--- src/rtl/mul_add_seq.sv ---
// rtl/mul_add_seq.sv - iterative shift-add unsigned multiply-accumulate
//
// Purpose:
//   Computes product = multiplicand * multiplier + addend with a radix-2
//   shift-add loop. Exactly WIDTH iterations run per operation, so the
//   latency is fixed. Only one operation is in flight at a time.
//
// Ports:
//   clk          rising-edge clock
//   rst_n        synchronous active-low reset
//   in_valid     operand set presented
//   in_ready     block can accept operands (IDLE only)
//   multiplicand unsigned operand A, WIDTH bits
//   multiplier   unsigned operand B, WIDTH bits
//   addend       unsigned operand C, WIDTH bits, zero-extended
//   out_valid    product valid (DONE only)
//   out_ready    consumer accepts product
//   product      A*B+C, 2*WIDTH bits, held stable while out_valid is high
//   busy         high while an operation is running or waiting for handoff

module mul_add_seq #(
   parameter int WIDTH = 10
) (
   input  logic                 clk,
   input  logic                 rst_n,
   input  logic                 in_valid,
   output logic                 in_ready,
   input  logic [WIDTH-1:0]     multiplicand,
   input  logic [WIDTH-1:0]     multiplier,
   input  logic [WIDTH-1:0]     addend,
   output logic                 out_valid,
   input  logic                 out_ready,
   output logic [2*WIDTH-1:0]   product,
   output logic                 busy
);

   typedef enum logic [1:0] {
      S_IDLE = 2'd0,
      S_RUN  = 2'd1,
      S_DONE = 2'd2
   } state_t;

   localparam int            CW       = $clog2(WIDTH);
   localparam logic [CW-1:0] CNT_LAST = CW'(WIDTH - 1);

   state_t               state;
   state_t               state_nxt;

   logic [2*WIDTH-1:0]   acc;
   logic [2*WIDTH-1:0]   mcand;
   logic [WIDTH-1:0]     mplier;
   logic [CW-1:0]        cnt;
   logic [2*WIDTH-1:0]   acc_sum;

   logic                 accept;
   logic                 handoff;
   logic                 last_iter;

   assign accept    = in_valid && in_ready;
   assign handoff   = out_valid && out_ready;
   assign last_iter = (state == S_RUN) && (cnt == CNT_LAST);

   // Max result is 2^(2W) - 2^W, so the 2W-bit sum never carries out.
   assign acc_sum = mplier[0] ? (acc + mcand) : acc;

   // State register
   always_ff @(posedge clk) begin
      if (!rst_n) begin
         state <= S_IDLE;
      end else begin
         state <= state_nxt;
      end
   end

   // Next-state logic
   always_comb begin
      state_nxt = state;
      case (state)
         S_IDLE:  if (accept)    state_nxt = S_RUN;
         S_RUN:   if (last_iter) state_nxt = S_DONE;
         S_DONE:  if (handoff)   state_nxt = S_IDLE;
         default:                state_nxt = S_IDLE;
      endcase
   end

   // Outputs decoded from state; in_ready stays low on the handoff cycle
   // because the FSM is still in DONE then.
   always_comb begin
      in_ready  = 1'b0;
      out_valid = 1'b0;
      busy      = 1'b0;
      case (state)
         S_IDLE:  in_ready  = 1'b1;
         S_RUN:   busy      = 1'b1;
         S_DONE:  begin
            out_valid = 1'b1;
            busy      = 1'b1;
         end
         default: in_ready  = 1'b0;
      endcase
   end

   // Datapath: operands are latched on acceptance so the inputs may change
   // freely afterwards. No early exit when mplier reaches zero, which keeps
   // the latency independent of operand values.
   always_ff @(posedge clk) begin
      if (!rst_n) begin
         acc     <= '0;
         mcand   <= '0;
         mplier  <= '0;
         cnt     <= '0;
         product <= '0;
      end else if (accept) begin
         acc     <= {{WIDTH{1'b0}}, addend};
         mcand   <= {{WIDTH{1'b0}}, multiplicand};
         mplier  <= multiplier;
         cnt     <= '0;
      end else if (state == S_RUN) begin
         acc     <= acc_sum;
         mcand   <= mcand << 1;
         mplier  <= mplier >> 1;
         cnt     <= cnt + CW'(1);
         if (last_iter) begin
            product <= acc_sum;
         end
      end
   end

endmodule

--- config.mk ---
export PLATFORM = sky130hd
export DESIGN_NAME = mul_add_seq
export DESIGN_NICKNAME = d
export VERILOG_FILES = /design/src/rtl/mul_add_seq.sv
export SDC_FILE = /design/constraint.sdc
export NUM_CORES = 1
export LEC_CHECK = 0
export ABC_CLOCK_PERIOD_IN_PS = 3700
export CAP_MARGIN = 20
export CORE_MARGIN = 2
export CORE_UTILIZATION = 40
export DETAILED_ROUTE_END_ITERATION = 10
export SYNTH_ARGS = -nofsm -noshare
export SYNTH_HDL_FRONTEND = slang
export SYNTH_SLANG_ARGS = --single-unit
--- constraint.sdc ---
create_clock -name clk -period 3.7 [get_ports clk]
set_clock_uncertainty 0.2 [all_clocks]
set_input_delay 0.925 -clock clk [delete_from_list [all_inputs] [get_ports clk]]
set_output_delay 0.925 -clock clk [all_outputs]
set_load 0.05 [all_outputs]
==> results of run 1 <==
critical path: cells and delay by family (launching register included):
kind                       cells  cell delay [ps]
buffers and inverters          2              870
DFF                            1              370
adders and majority gates      1              270
power by group:
part,switching (W),internal (W),leakage (nW)
Clock,0.000323,0.000397,0.105
Sequential,0.0000420,0.000863,0.619
Combinational,0.000249,0.000196,1.46
Total,0.000614,0.00146,2.19
final cells by class:
class	instances	area share, %
repair buffers	63	11.8
inverters	9	0.655
well taps	136	3.30
multi-input cells	378	50.4
clock inverters	6	1.70
clock buffers	10	2.67
flip-flops and latches	76	29.5
cell families (layout without fill, tap and decap cells):
| family | count (synthesis) | in the layout | synth area share (%) |
|---|---|---|---|
| compound gates | 144 | 144 | 23.1 |
| simple gates | 142 | 142 | 14.8 |
| flops | 76 | 76 | 35.6 |
| mux | 48 | 48 | 11.3 |
| buf+inv | 41 | 88 | 3.86 |
| fa+ha+maj | 25 | 25 | 7.49 |
| xor+xnor | 19 | 19 | 3.89 |
routing by layer:
layer | vias up | GRT usage [%]
li1 | 1858 | -
met1 | 1666 | 23.5
met2 | 60 | 29.0
met3 | 4 | 2.91
met4 | 0 | 6.96
met5 | - | 0
cells in the mapped netlist, types with 2 or more instances:
library cell / number / area share [%]
clkbuf_1: 26 / 2.3
nor2_1: 32 / 2.8
xor2_1: 10 / 2.0
o21ai_0: 29 / 3.4
nor2b_1: 5 / 0.73
a21boi_0: 3 / 0.53
nand3b_1: 4 / 0.70
nand2b_1: 3 / 0.44
and2_1: 3 / 0.44
and3_1: 3 / 0.44
o211a_1: 26 / 6.1
nand2_1: 73 / 6.4
nand4_1: 8 / 1.2
ha_1: 24 / 7.0
buf_2: 3 / 0.35
a31oi_1: 6 / 0.88
o21a_1: 4 / 0.70
xnor2_1: 9 / 1.8
o211ai_1: 6 / 1.1
dfxtp_1: 76 / 36
a21oi_1: 42 / 4.9
buf_1: 2 / 0.18
inv_1: 9 / 0.79
a21o_1: 4 / 0.70
a211oi_1: 7 / 1.2
o21bai_1: 2 / 0.35
mux2i_1: 47 / 11
nand3_1: 5 / 0.58
how the worst min path moves through the flow:
| stage | startpoint | to | slack (ps) | cells after the start |
|---|---|---|---|---|
| 2_1_floorplan | acc[12] | acc[12] | 250 | 2 |
| 3_3_place_gp | acc[11] | acc[11] | 270 | 2 |
| 3_5_place_dp | acc[10] | acc[10] | 280 | 2 |
| 4_1_cts | acc[10] | acc[10] | 290 | 2 |
| 5_1_grt | acc[10] | acc[10] | 320 | 2 |
| 6_report | acc[10] | acc[10] | 290 | 2 |
state kept, by name, indices dropped and copies added, names as in the netlist:
signal	flops
product	20
mplier	10
state	2
mcand	20
acc	20
cnt	4
per-stage QoR:
step                      utilization (%)  cell area, um2  hold WS [ps]  setup WS [ps]
after CTS                            49.7            5150           289            673
after global placement               47.5            4930           267            906
final                                49.7            5150           286            707
after detailed placement             47.5            4930           277            856
after global routing                 49.7            5150           316            613
after floorplan                         -            4280           249           1110
==> flow_summary_export.csv, run 1 <==
group,metric,value,unit
timing,setup_tns,0,ps
clock_tree,post_cts_buffers,0,
clock_tree,numCtsBuffers,9,
detailed_routing,drc,0,
cells_and_area,n_antenna_cell,0,
cells_and_area,syn2layout_area_growth,20.5,%
placed_design,dp_hpwl,6930,um
critical_path,start_kind,"flop",
clock_tree,clock_sinks,76,
detailed_routing,via_per_inst,5.29,
run_status,status,"complete, no violations",
floorplan,start_util,41.3,%
synthesis,ys_seq_area_share,35.6,%
placed_design,place_inst,662,
synthesis,ys_warn_count,0,
synthesis,ys_types,52,
detailed_routing,drt_wl_total,9820,um
placed_design,gp_congestion,0.897,
critical_path,cpPeakStageDelay,790,ps
critical_path,reg2reg_depth,9,
floorplan,die_area,0.0115,mm2
floorplan,dieWidth,107,um
critical_path,critPathKind,"reg2out",
timing,hold_violations,0,
detailed_routing,vias,3588,
critical_path,rrSetupSlack,860,ps
detailed_routing,wl_met2,4670,um
detailed_routing,wire_per_inst,14.5,um
cells_and_area,layout.nets,596,
critical_path,timing.rr.end,"product[18]",
global_route,overflow,0,
critical_path,crit_end,"busy",
cells_and_area,final_cell_mix,"dfxtp_1, nand2_1, clkdlybuf4s50_1",
timing,slew_viol_final,0,
critical_path,crit_arrival,1870,ps
global_route,grt_usage,17.8,%
cells_and_area,regArea,0.00152,mm2
cells_and_area,n_fill_cell,1019,
critical_path,reg2reg_from,"acc[0]",
cells_and_area,layout-drive-gt1-share,6.09,%
clock_tree,cts_resized,0,
critical_path,crit_path_max_fanout,3,
detailed_routing,met3WireLength,346,um
cells_and_area,multi_input_area,0.00260,mm2
critical_path,path_cells,"inv_1 -> ha_1 -> clkdlybuf4s50_1",
cells_and_area,instances_no_fill,678,
synthesis,synth_ff_type,"dfxtp_1",
detailed_routing,drtAntennaViolNets,0,
critical_path,cp.required,2570,ps
detailed_routing,wl_met1,4740,um
synthesis,synth-async-reset-ratio,0,%
cells_and_area,layout_commonest_cell,"dfxtp_1",
clock_tree,clk_latency,350,ps
global_route,grt_pass1_vias,3492,
floorplan,dieHeight,107,um
detailed_routing,drt_pass1_iterations,4,
clock_tree,cts_hold_buf,0,
global_route,grt_pass1_wl,16400,um
synthesis,syn_avg_cell_area,8.64,um2
synthesis,synth-edff-count,0,
timing,finalCritPeriodShare,80.9,%
power_and_ir_drop,p_per_area,402,mW/mm2
timing,setup_viol,0,
synthesis,synthCells,495,
detailed_routing,drt_iter0_drc,165,
timing,rsz0062_at_grt,"no",
timing,tightest_slew,657,ps
clock_tree,htreeDepth,3,
worst_hold_path,hp-class,"reg2reg",
clock_tree,clockRootBuffer,"clkbuf_8",
synthesis,syn_nets,554,
placed_design,io_buffers,56,
power_and_ir_drop,p_total,0.00207,W
power_and_ir_drop,ir_worst_vdd,0.205,mV
critical_path,cp_slowest_cell,"clkdlybuf4s50_1",
critical_path,startpoint,"state[1]",
synthesis,synth_area,0.00428,mm2
timing,relSlewSlack,56.2,%
floorplan,rows,37,
run,cap_viol_max_count,0,
clock_tree,cts_tree,"built",
global_route,antenna_found_initial,0,
floorplan,core,0.0104,mm2
timing,period_minus_slack,2990,ps
floorplan,boundaryPins,57,
timing,max_freq,334,MHz
clock_tree,cts.clk_slew.worst_paths,80,ps
synthesis,ys_ff_latch,76,
power_and_ir_drop,p_leak,2.19,nW
global_route,grt_max_degree,56,
detailed_routing,top_layer_used,"met4",
clock_tree,clock_path_buffers,2,
critical_path,cp-end-kind,"output port",
(Power assumes the default switching activity.)
==> inputs of run 2 (changes only) <==
--- a/config.mk
+++ b/config.mk
@@ -5,7 +5,7 @@
 export SDC_FILE = /design/constraint.sdc
 export NUM_CORES = 1
 export LEC_CHECK = 0
-export ABC_CLOCK_PERIOD_IN_PS = 3700
+export ABC_CLOCK_PERIOD_IN_PS = 2630
 export CAP_MARGIN = 20
 export CORE_MARGIN = 2
 export CORE_UTILIZATION = 40
==> constraint.sdc (replaced) <==
create_clock -name clk -period 2.63 [get_ports clk]
set_clock_uncertainty 0.2 [all_clocks]
set_input_delay 0.6575 -clock clk [delete_from_list [all_inputs] [get_ports clk]]
set_output_delay 0.6575 -clock clk [all_outputs]
set_load 0.05 [all_outputs]
==> run 2 against run 1 <==
Compared with the run above:
- core utilization grew 1.9 points
- count of clock-buffer cells in the layout down 1
- cell area increased by 3.8%
- total power grew 42%
- hold slack worse by 3.2 ps
- worst setup slack worse by 580 ps
- via count is 2.4% higher
- non-clock buffer count is 15 higher
- register-to-register slack lost 730 ps
- critical path depth rose by 6
- global-route usage increased by 0.34 points
- critical path type is now reg2reg
- critical endpoint is now product[18]
- largest power group unchanged
==> flow_summary_export.csv, run 2 (same netlist as run 1, synthesis figures left out) <==
group,metric,value,unit
placed_design,dp_hpwl,7050,um
floorplan,rows,37,
detailed_routing,drt_iter0_drc,124,
clock_tree,cts_hold_buf,0,
clock_tree,clk_latency,360,ps
power_and_ir_drop,p_per_area,550,mW/mm2
run,cap_viol_max_count,0,
timing,max_freq,400,MHz
placed_design,place_ws,20.9,ps
floorplan,boundaryPins,57,
detailed_routing,drtAntennaViolNets,0,
detailed_routing,vias,3674,
floorplan,start_util,41.3,%
placed_design,io_buffers,56,
floorplan,core,0.0104,mm2
detailed_routing,drt_wl_total,9900,um
detailed_routing,via_per_inst,5.30,
worst_hold_path,hp-class,"reg2reg",
cells_and_area,top_regs,"acc (20), mcand (20), product (20)",
clock_tree,cts_tree,"built",
critical_path,start_kind,"flop",
cells_and_area,layout_commonest_cell,"dfxtp_1",
floorplan,dieWidth,107,um
critical_path,crit_arrival,2580,ps
power_and_ir_drop,ir_worst_vdd,0.281,mV
critical_path,critPathKind,"reg2reg",
global_route,grt_max_degree,47,
clock_tree,numCtsBuffers,9,
detailed_routing,wire_per_inst,14.3,um
global_route,overflow,0,
timing,finalCritPeriodShare,95.2,%
placed_design,postPlaceCellArea,0.00507,mm2
cells_and_area,layout-drive-gt1-share,11.0,%
global_route,grt_pass1_vias,3612,
timing,setup_tns,0,ps
cells_and_area,regArea,0.00152,mm2
timing,setup_slack,127,ps
timing,relSlewSlack,60.4,%
clock_tree,post_cts_buffers,0,
critical_path,startpoint,"mcand[0]",
cells_and_area,n_antenna_cell,0,
global_route,antenna_found_initial,0,
cells_and_area,final_cell_mix,"dfxtp_1, nand2_1, clkdlybuf4s50_1",
clock_tree,clock_path_buffers,2,
clock_tree,clockRootBuffer,"clkbuf_8",
clock_tree,cts.clk_slew.worst_paths,90,ps
critical_path,cp-end-kind,"flop",
cells_and_area,fin_area,0.00535,mm2
clock_tree,htreeDepth,3,
floorplan,dieHeight,107,um
timing,setup_viol,0,
detailed_routing,drc,0,
critical_path,cp.required,2710,ps
worst_hold_path,worstHoldStart,"acc[13]",
timing,slew_viol_final,0,
clock_tree,clock_sinks,76,
placed_design,place_inst,677,
cells_and_area,n_fill_cell,1013,
global_route,grt_usage,18.1,%
timing,hold_violations,0,
run_status,status,"complete, no violations",
critical_path,reg2reg_from,"mcand[0]",
cells_and_area,multi_input_area,0.00265,mm2
global_route,grt_pass1_wl,16700,um
power_and_ir_drop,p_leak,2.31,nW
floorplan,die_area,0.0115,mm2
timing,tightest_slew,592,ps
cells_and_area,syn2layout_area_growth,25.1,%
critical_path,crit_path_max_fanout,3,
placed_design,gp_congestion,0.901,
timing,period_minus_slack,2500,ps
cells_and_area,layout.nets,611,
detailed_routing,drt_pass1_iterations,4,
cells_and_area,instances_no_fill,693,
## run 2: area by class of cell
cell class | count | share of cell area [%]
multi-input cells | 378 | 49.4
inverters | 9 | 0.631
clock inverters | 7 | 1.85
repair buffers | 78 | 14.1
clock buffers | 9 | 2.32
flip-flops and latches | 76 | 28.5
well taps | 136 | 3.18
## run 2: per-layer routing
| metal | track usage, % | wire (um) | up-vias |
|---|---|---|---|
| met1 | 23.0 | 4790 | 1718 |
| met4 | 5.95 | 59 | 0 |
| met2 | 30.5 | 4690 | 56 |
| met5 | 0 | 0 | - |
| met3 | 4.06 | 353 | 5 |
| li1 | - | - | 1895 |
## run 2: final timing paths
| kind | endpoint | slack, ps | depth (start not counted) |
|---|---|---|---|
| worst max-delay path | product[18] | 130 | 9 |
| worst min-delay path | acc[13] | 280 | 2 |
| worst max register to register | product[18] | 130 | 9 |
| worst min register to register | acc[13] | 280 | 2 |
## run 2: stage by stage
step,utilization [%],power [W],hold WS (ps)
after floorplan,-,0.00176,249
after global placement,48.9,0.00194,260
after detailed placement,48.9,0.00195,268
after CTS,51.1,0.00297,283
after global routing,51.6,0.00311,309
final,51.6,0.00294,283
## run 2: report_power, final
group	switching, W	total [W]	internal, W
clock network	0.000465	0.00101	0.000541
logic	0.000364	0.000665	0.000302
registers	0.0000578	0.00127	0.00121
## run 2: repair_timing
action,CTS,global route
gates cloned,0,0
resized for setup,1,13
endpoints found under the setup margin,2,14
pin swaps,0,6
## run 2: critical path: stages (launching register included)
cell	delay, ps
dfxtp_1	340
ha_2	200
fa_2	390
a21oi_4	170
o21ai_2	90
a211oi_4	270
o21ai_2	100
a311o_1	350
mux2i_1	130
a211oi_1	190
==> inputs of run 3 (changes only) <==
--- a/config.mk
+++ b/config.mk
@@ -6,10 +6,11 @@
 export NUM_CORES = 1
 export LEC_CHECK = 0
 export ABC_CLOCK_PERIOD_IN_PS = 2630
-export CAP_MARGIN = 20
+export CAP_MARGIN = 40
 export CORE_MARGIN = 2
 export CORE_UTILIZATION = 40
 export DETAILED_ROUTE_END_ITERATION = 10
+export GPL_ROUTABILITY_DRIVEN = 0
 export SYNTH_ARGS = -nofsm -noshare
 export SYNTH_HDL_FRONTEND = slang
 export SYNTH_SLANG_ARGS = --single-unit
==> results of run 3 <==
Same layout as run 2: the final DEF is identical, and so are final timing and power.
